$ cat src/rtl/johnson_pkg.sv
// Shared helpers for the Johnson (twisted-ring) sequence generator:
// phase index <-> code mapping and width limits.
package johnson_pkg;

    localparam int MIN_WIDTH = 2;
    localparam int MAX_WIDTH = 16;
    localparam int MAX_N     = 2 * MAX_WIDTH;

    // Johnson code of phase k for a ring of 'width' bits. Phases below width
    // pack k ones at the LSBs; later phases pack 2*width-k ones at the MSBs.
    function automatic logic [MAX_WIDTH-1:0] jc_from_idx(input int k, input int width);
        logic [MAX_WIDTH-1:0] code;
        code = {MAX_WIDTH{1'b0}};
        for (int i = 0; i < MAX_WIDTH; i++) begin
            if (i >= width) begin
                code[i] = 1'b0;
            end else if (k < width) begin
                code[i] = (i < k);
            end else begin
                code[i] = (i >= (k - width));
            end
        end
        return code;
    endfunction

    // Reverse mapping: returns {legal, idx[4:0]}. An illegal code gives all zeros.
    function automatic logic [5:0] jc_to_idx(input logic [MAX_WIDTH-1:0] q, input int width);
        logic [5:0] res;
        res = 6'b000000;
        for (int k = 0; k < MAX_N; k++) begin
            res = ((k < 2 * width) && (jc_from_idx(k, width) == q)) ? {1'b1, 5'(k)} : res;
        end
        return res;
    endfunction

    // True when q is one of the 2*width valid Johnson codes.
    function automatic logic jc_legal(input logic [MAX_WIDTH-1:0] q, input int width);
        return (jc_to_idx(q, width) != 6'b000000);
    endfunction

endpackage

$ cat src/rtl/johnson_decode.sv
// Combinational Johnson decode: code -> phase index, one-hot phase, legality.
// Illegal codes decode to idx=0 and an all-zero one-hot.
module johnson_decode
    import johnson_pkg::*;
#(
    parameter int WIDTH = 3
) (
    input  logic [WIDTH-1:0]              q,
    output logic [$clog2(2*WIDTH)-1:0]    idx,
    output logic [2*WIDTH-1:0]            onehot,
    output logic                          legal
);

    localparam int N    = 2 * WIDTH;
    localparam int IDXW = $clog2(2 * WIDTH);

    logic [5:0] res_s;

    assign res_s = jc_to_idx(MAX_WIDTH'(q), WIDTH);
    assign legal = res_s[5];
    assign idx   = IDXW'(res_s[4:0]);

    // One-hot phase decode, MSB = phase 0.
    always_comb begin
        onehot = {N{1'b0}};
        for (int i = 0; i < N; i++) begin
            onehot[i] = legal & (idx == IDXW'(N - 1 - i));
        end
    end

endmodule

$ cat src/rtl/johnson_seq_gen.sv
// Parametrised Johnson sequence generator with aligned one-hot phase decode,
// up/down stepping, clear, indexed load, wrap pulse and sticky error flag.
module johnson_seq_gen
    import johnson_pkg::*;
#(
    parameter int WIDTH    = 3,
    parameter int INIT_IDX = 0
) (
    input  logic                          clk,
    input  logic                          rst,
    input  logic                          en,
    input  logic                          dir,
    input  logic                          clr,
    input  logic                          load,
    input  logic [$clog2(2*WIDTH)-1:0]    load_idx,
    output logic [WIDTH-1:0]              q,
    output logic [$clog2(2*WIDTH)-1:0]    idx,
    output logic [2*WIDTH-1:0]            onehot,
    output logic                          wrap,
    output logic                          err
);

    localparam int N    = 2 * WIDTH;
    localparam int IDXW = $clog2(2 * WIDTH);

    localparam logic [IDXW-1:0]  LAST_IDX   = IDXW'(N - 1);
    localparam logic [WIDTH-1:0] INIT_Q     = WIDTH'(jc_from_idx(INIT_IDX, WIDTH));
    localparam logic [IDXW-1:0]  INIT_IDX_V = IDXW'(INIT_IDX);
    localparam logic [N-1:0]     INIT_OH    = {{(N-1){1'b0}}, 1'b1} << (N - 1 - INIT_IDX);

    logic [WIDTH-1:0] q_r;
    logic [IDXW-1:0]  idx_r;
    logic [N-1:0]     onehot_r;
    logic             wrap_r;
    logic             err_r;

    logic [WIDTH-1:0] q_nxt_s;
    logic [WIDTH-1:0] ld_code_s;
    logic [WIDTH-1:0] step_code_s;
    logic             wrap_nxt_s;
    logic             err_nxt_s;
    logic             cur_legal_s;
    logic             ld_bad_s;
    logic [IDXW-1:0]  nxt_idx_s;
    logic [N-1:0]     nxt_oh_s;
    logic             nxt_legal_s;

    assign cur_legal_s = jc_legal(MAX_WIDTH'(q_r), WIDTH);
    assign ld_code_s   = WIDTH'(jc_from_idx(int'(load_idx), WIDTH));
    assign ld_bad_s    = ({1'b0, load_idx} > {1'b0, LAST_IDX});
    assign step_code_s = dir ? {~q_r[0], q_r[WIDTH-1:1]}
                             : {q_r[WIDTH-2:0], ~q_r[WIDTH-1]};

    // Next-state priority: clr > load > illegal recovery > en step > hold.
    always_comb begin
        q_nxt_s    = q_r;
        wrap_nxt_s = 1'b0;
        err_nxt_s  = err_r;
        if (clr) begin
            q_nxt_s   = {WIDTH{1'b0}};
            err_nxt_s = 1'b0;
        end else if (load) begin
            if (ld_bad_s) begin
                q_nxt_s   = {WIDTH{1'b0}};
                err_nxt_s = 1'b1;
            end else begin
                q_nxt_s   = ld_code_s;
            end
        end else if (!cur_legal_s) begin
            q_nxt_s   = {WIDTH{1'b0}};
            err_nxt_s = 1'b1;
        end else if (en) begin
            q_nxt_s    = step_code_s;
            wrap_nxt_s = dir ? (idx_r == {IDXW{1'b0}}) : (idx_r == LAST_IDX);
        end else begin
            q_nxt_s    = q_r;
        end
    end

    // Decode the next state so idx/onehot register on the same edge as q.
    johnson_decode #(.WIDTH(WIDTH)) u_decode (
        .q      (q_nxt_s),
        .idx    (nxt_idx_s),
        .onehot (nxt_oh_s),
        .legal  (nxt_legal_s)
    );

    // State and output registers; an illegal next code also flags err defensively.
    always_ff @(posedge clk or posedge rst) begin
        if (rst) begin
            q_r      <= INIT_Q;
            idx_r    <= INIT_IDX_V;
            onehot_r <= INIT_OH;
            wrap_r   <= 1'b0;
            err_r    <= 1'b0;
        end else begin
            q_r      <= q_nxt_s;
            idx_r    <= nxt_idx_s;
            onehot_r <= nxt_oh_s;
            wrap_r   <= wrap_nxt_s;
            err_r    <= err_nxt_s | ~nxt_legal_s;
        end
    end

    assign q      = q_r;
    assign idx    = idx_r;
    assign onehot = onehot_r;
    assign wrap   = wrap_r;
    assign err    = err_r;

endmodule

$ cat config.mk
export PLATFORM = sky130hd
export DESIGN_NAME = johnson_seq_gen
export DESIGN_NICKNAME = d
export VERILOG_FILES = /design/src/rtl/johnson_pkg.sv /design/src/rtl/johnson_decode.sv /design/src/rtl/johnson_seq_gen.sv
export SDC_FILE = /design/constraint.sdc
export NUM_CORES = 1
export LEC_CHECK = 0
export BUFFER_PORTS_ARGS = -buffer_cell sky130_fd_sc_hd__buf_2
export CAP_MARGIN = 20
export CORE_UTILIZATION = 30
export CTS_CLUSTER_DIAMETER = 200
export DETAILED_ROUTE_END_ITERATION = 8
export PLACE_DENSITY = 0.54
export SYNTH_ARGS = -nofsm -noshare
export SYNTH_HDL_FRONTEND = slang
export SYNTH_SLANG_ARGS = --single-unit
$ cat constraint.sdc
create_clock -name clk -period 2.15 [get_ports clk]
set_input_delay 0.1075 -clock clk [delete_from_list [all_inputs] [get_ports clk]]
set_output_delay 0.1075 -clock clk [all_outputs]
set_load 0.01 [all_outputs]
# == Yosys cells after proc, flatten, opt, wreduce, memory -nomap -nowiden ==
# Cells that the tools add are included.
# totals
regBits,14
inputBits,9
output_inout_bits,14
word_cells,75
# op_classes
addsub,1
order_cmp,8
eq_ne,16
n_mux,30
bitwise_logic,10
n_reduce_logical,5
# op_table
op,n
$mux W6,12
$ge A1 B32 Y1 const A,1
$ge A2 B32 Y1 const A,1
$ge A3 B32 Y1 const A,1
$logic_not A16 Y1,2
$eq A3 B3 Y1 const A,6
$mux W3,6
$mux W1,12
$eq A3 B3 Y1 const B,3
$and A1 B1 Y1,6
$eq A1 B3 Y1 const A,2
$eq A2 B3 Y1 const A,2
$eq A3 B2 Y1 const B,2
$logic_not A3 Y1,2
$lt A1 B3 Y1 const A,2
$reduce_bool A6 Y1,1
$sub A3 B2 Y4 const B,1
$eq A3 B1 Y1 const B,1
$gt A3 B3 Y1 const B,1
$lt A2 B3 Y1 const A,1
$lt A3 B2 Y1 const B,1
$not A1 Y1,3
$or A1 B1 Y1,1

# == Longest topological paths before layout ==
# logic_depth
word_depth,20
ltp_mapped,9
mapped_depth_nobuf,9

# == By module ==
# A second synthesis with hierarchy kept.
# unflattened
cells_unflattened,80
area_unflattened_um2,817.0
# by_module_without_submodules
mod,instances,cells_per_inst,area_each_um2,seq_area_each_um2
johnson_seq_gen,1,66,718.2,351.6
johnson_decode,1,14,98.8,0.0

# == Worst setup path after synthesis ==
# Ideal clock, no wire load.
# synth_path
path_kind,input-to-reg
from,input port load_idx[0]
to,"register err_r, in the netlist err"
setup_time_ns,0.126
arrival_ns,1.651
setup_slack_ns,0.373
cell_stages,8
n_path_buf,0
cell_sequence,ha_1 inv_1 ha_1 a211oi_1 a311o_1 a221oi_4 inv_2 a311o_1
# synth_between
elab_chain_len,15
word_cells_on_any_way,32
classes_between,add/sub (1); order compare (8); eq/ne (5); mux (15); bitwise (2); reduce/logical (1)
# synth_lines
element,line,source
"start, declared",johnson_seq_gen.sv:15,"input logic [$clog2(2*WIDTH)-1:0] load_idx,"
$sub A3 B2 Y4,--,
$ge A1 B32 Y1,johnson_pkg.sv:20,code[i] = (i >= (k - width));
$mux W1,johnson_pkg.sv:17,end else if (k < width) begin
$mux W3 *,johnson_seq_gen.sv:63,if (ld_bad_s) begin
$mux W3 *,johnson_seq_gen.sv:62,end else if (load) begin
$mux W3 *,johnson_seq_gen.sv:59,if (clr) begin
named net q_nxt_s[0],johnson_seq_gen.sv:37,logic [WIDTH-1:0] q_nxt_s;
$logic_not A16 Y1,--,
$mux W6 (5 in series),johnson_pkg.sv:31,"res = ((k < 2 * width) && (jc_from_idx(k, width) == q)) ? {1'b1, 5'(k)} : res;"
$mux W6 *,johnson_pkg.sv:31,
$not A1 Y1 *,johnson_seq_gen.sv:101,err_r <= err_nxt_s | ~nxt_legal_s;
$or A1 B1 Y1 *,johnson_seq_gen.sv:101,
"end signal, assigned",johnson_seq_gen.sv:101,
"end, declared",johnson_seq_gen.sv:35,logic err_r;
# The timed path passes the listed nets; every way through them passes the cells marked *.

# == Final worst setup path ==
# layout_path
from,"register q_r[2], in the netlist q[2]"
to,"register err_r, in the netlist err"
# layout_between
elab_chain_len,20
word_cells_on_any_way,36
classes_between,eq/ne (10); mux (20); bitwise (3); reduce/logical (3)
# layout_lines
element,line,source
"start, declared",johnson_seq_gen.sv:31,logic [WIDTH-1:0] q_r;
"start signal, assigned",johnson_seq_gen.sv:97,q_r <= q_nxt_s;
$logic_not A16 Y1,--,
$mux W6 (6 in series),johnson_pkg.sv:31,
$reduce_bool A6 Y1,johnson_pkg.sv:38,"return (jc_to_idx(q, width) != 6'b000000);"
$mux W3 *,johnson_seq_gen.sv:69,end else if (!cur_legal_s) begin
$mux W3 *,johnson_seq_gen.sv:62,
$mux W3 *,johnson_seq_gen.sv:59,
named net q_nxt_s[0],johnson_seq_gen.sv:37,
$logic_not A16 Y1,--,
$mux W6 (5 in series),johnson_pkg.sv:31,
$mux W6 *,johnson_pkg.sv:31,
$not A1 Y1 *,johnson_seq_gen.sv:101,
$or A1 B1 Y1 *,johnson_seq_gen.sv:101,
# Marked as above.

==> run summary <==
Initial antenna violation count = 0
Critical Path AT = 2030 ps
Netlist cell types = 29
GRT met1 Usage = 16.1%
Power Internal = 0.000429 W
Hold crit path type = input pin to flip-flop
First-pass iteration count of the detailed router = 4
Final setup fails = 0
Crit path time final = 1870 ps
Post-Syn Instances = 84
Reg2reg end = err
Routed WL = 1.64 mm
Syn_nets = 98
Drt wl/cell = 11.5 um
Fin crit share = 86.9%
PortBufs = 22
Pin count of the biggest net entering global routing = 15
Critical path's slowest cell = a221oi_4
Post-Syn Area = 805 sq um
Seq/Total Area, Yosys = 43.7%
Clock sinks = 14
Clock Tree Buf Depth = 2
Clk Latency, worst-skew pair = 280 ps
Vias in the first global route = 609
Worst R2R Path Depth = 6
GRT met3 Usage = 4.52%
PD cells = 619 mW/mm^2
Clock tree from TritonCTS = yes
I/O pin count = 23
Global-route wire length before repair = 2.63 mm
Startpoint Class = flip-flop
HPWL Detailed = 1.25 mm
Footprint of the multi-input gates = 410 sq um
Adder-Cell Fraction of Synth Area = 7.78%
Slew headroom = 65.3%
Status = complete, no violations
Post-synthesis mux area share = 0%
Area grow syn2layout = 25.0%
FF+latch area = 352 sq um
Fin. max-slew vios = 0
Effective utilization at floorplan = 32.2%
Xor/xnor cell area share of the yosys netlist = 1.09%
Total GRT Usage = 12.6%
Die area = 0.00289 sq mm
Ys Warns = 0
Min-delay src = en
CP Data Required Time = 2310 ps
H-tree lvl count = 1
Post-Synth Simple-Gate Area = 19.1%
Switch Pwr = 0.000193 W
Fraction of the mapped netlist area in compound gates = 23.0%
Top delay family on crit path = compound AO/OA/AOI/OAI gates
Via-to-Cell Ratio = 4.70
Critical path capture point type = flip-flop
Antenna viol nets, final = 0
# Post-CTS Setup Buffers = 0
Root Buffer = clkbuf_4
Average cell area after synthesis = 9.58 sq um
Die H = 53.8 um
CP Depth = 6
Core Box Area = 0.00250 sq mm
Met2 usage in global routing = 20.4%
Vias = 672
Max-capacitance violation count = 0
CP max stage delay = 480 ps
Critical path, cell by cell = nor2b_1 > o21ai_0 > o21ai_0 > a221oi_4 > inv_2 > a311o_1
Fmax = 535 MHz
Leakage = 0.513 nW
Initial DRC Count = 12
RSZ-0062 raised after global routing = no
Clk slew on worst S/H paths = 80 ps
GP Congestion = 0.723
Critical path origin = q[2]
Worst hold stages = 3
Worst R2R Start = q[2]
Die extent in x = 53.8 um
Seq cells post-synth = 14
Antenna Cells = 0
Non-Filler Instances = 143
Most Crowded Layer GR = met2
Crit Path Max Fanout = 8
Final hold violations = 0
DRC viols = 0
PnR worst setup slack = 282 ps
Post-CTS sizing = 0
CP Buf/Inv Count = 1
Ratio of cells with drive above 1 in the final layout = 31.9%
Switching Fraction = 31.0%
Filler Cell Count = 260
WHS Endpoint = wrap
Slew @ Worst Pin = 520 ps
Final net count = 128
Main combinational cell family by area after synthesis = compound AO/OA/AOI/OAI gates
Crit-path most repeated cell = o21ai_0
R2R setup slack = 280 ps
Global route overflow = 0
Clock power share = 24.8%
CTS Buf Count = 3
Dpl ws = 105 ps
FP Rows = 18
Crit Path Category = flip-flop to flip-flop
Placed instance count = 138
Worst clock skew = 5.74 ps
Share of power burned in registers = 49.1%
Setup tns final = 0 ps
Worst vdd ir = 446 uV
Logic gate share of total power = 26.2%
[kinds of logic after synthesis]
group	after synthesis
AOI/OAI and AO/OA	22
adders and majority gates	5
buffers and inverters	11
DFF	14
and+or+nand+nor	31
xor gates and xnor gates	1
[area by class of cell]
type	instances	share of cell area [%]
multi-input cells	59	40.8
flip-flops and latches	14	35.0
repair buffers	26	14.2
inverters	10	3.73
well taps	30	3.73
clock buffers	4	2.61
[stage by stage]
step | util (%) | total power [W] | hold WS (ps) | instance area (sq um)
floorplan | - | 0.000410 | -4.00 | 805
global placement | 38.8 | 0.000472 | 162 | 970
detailed placement | 38.8 | 0.000473 | 173 | 970
CTS | 40.2 | 0.000633 | 94.9 | 1010
global route | 40.2 | 0.000662 | 109 | 1010
finish | 40.2 | 0.000622 | 96.3 | 1010
[worst register-to-register path: stages (launching register included)]
cell and delay [ps]:
dfrtp_1 430, nor2b_1 150, o21ai_0 130, o21ai_0 180, a221oi_4 480, inv_2 60
a311o_1 310
[layer usage]
metal	share of wire, %	up-vias
met3	4.0	0
met2	46	14
li1	-	350
met1	50	308
met4	0	0
met5	0	-
[worst max path at each step]
stage	endpoint	slack, ps
3_5_place_dp	err	100
2_1_floorplan	err	370
5_1_grt	err	180
6_report	err	280
4_1_cts	err	280
3_3_place_gp	err	150
[what timing repair did]
item	4_1_cts	5_1_grt
endpoints found under the hold margin	13	0
endpoints found under the setup margin	0	0
hold buffers	1	0
[cells in the final DEF, fill, tap and decap left out, types with 2 or more instances in the layout]
cell type   n
nand2b_1    3
clkbuf_4    3
buf_4       3
inv_1       9
a311o_1     2
dfrtp_1    13
ha_1        5
a21oi_1     4
buf_2      22
nor2_1     10
o21ai_0     4
nand2_1     7
nor2b_1     2
nor3_1      4
a211oi_1    3
a21oi_2     2
[synth_stat cells, drive strengths merged]
cell     count  area, sq um
o31ai        1         12.5
o21a         1         7.51
xor2         1         8.76
o22ai        1         6.26
o2111ai      1         8.76
dfstp        1         26.3
ha           5         62.6
nand3b       1         7.51
clkbuf       1         5.00
nor2        11         48.8
a21oi        6         37.5
o41ai        1         16.3
nor2b        2         12.5
a311o        2         20.0
nor4         1         6.26
and2         1         6.26
inv         10         37.5
o21ai        4         20.0
nand2b       3         18.8
a211oi       3         22.5
a221oi       1         26.3
nand2        7         26.3
dfrtp       13          325
o211ai       1         7.51
nor3b        1         7.51
nor3         4         20.0
[flip-flops by register name (all words and copies together) (netlist names)]
name,cells
onehot,6
idx,3
q,3
err,1
wrap,1
[power by group through the flow]
stage	clock, W	combinational, W	sequential (W)
finish	0.000154	0.000163	0.000305
global route	0.000171	0.000184	0.000308
CTS	0.000162	0.000165	0.000306
detailed placement	0	0.000163	0.000311
global placement	0	0.000162	0.000310
floorplan	0	0.0000887	0.000321
Power figures use the tool's default switching activity.
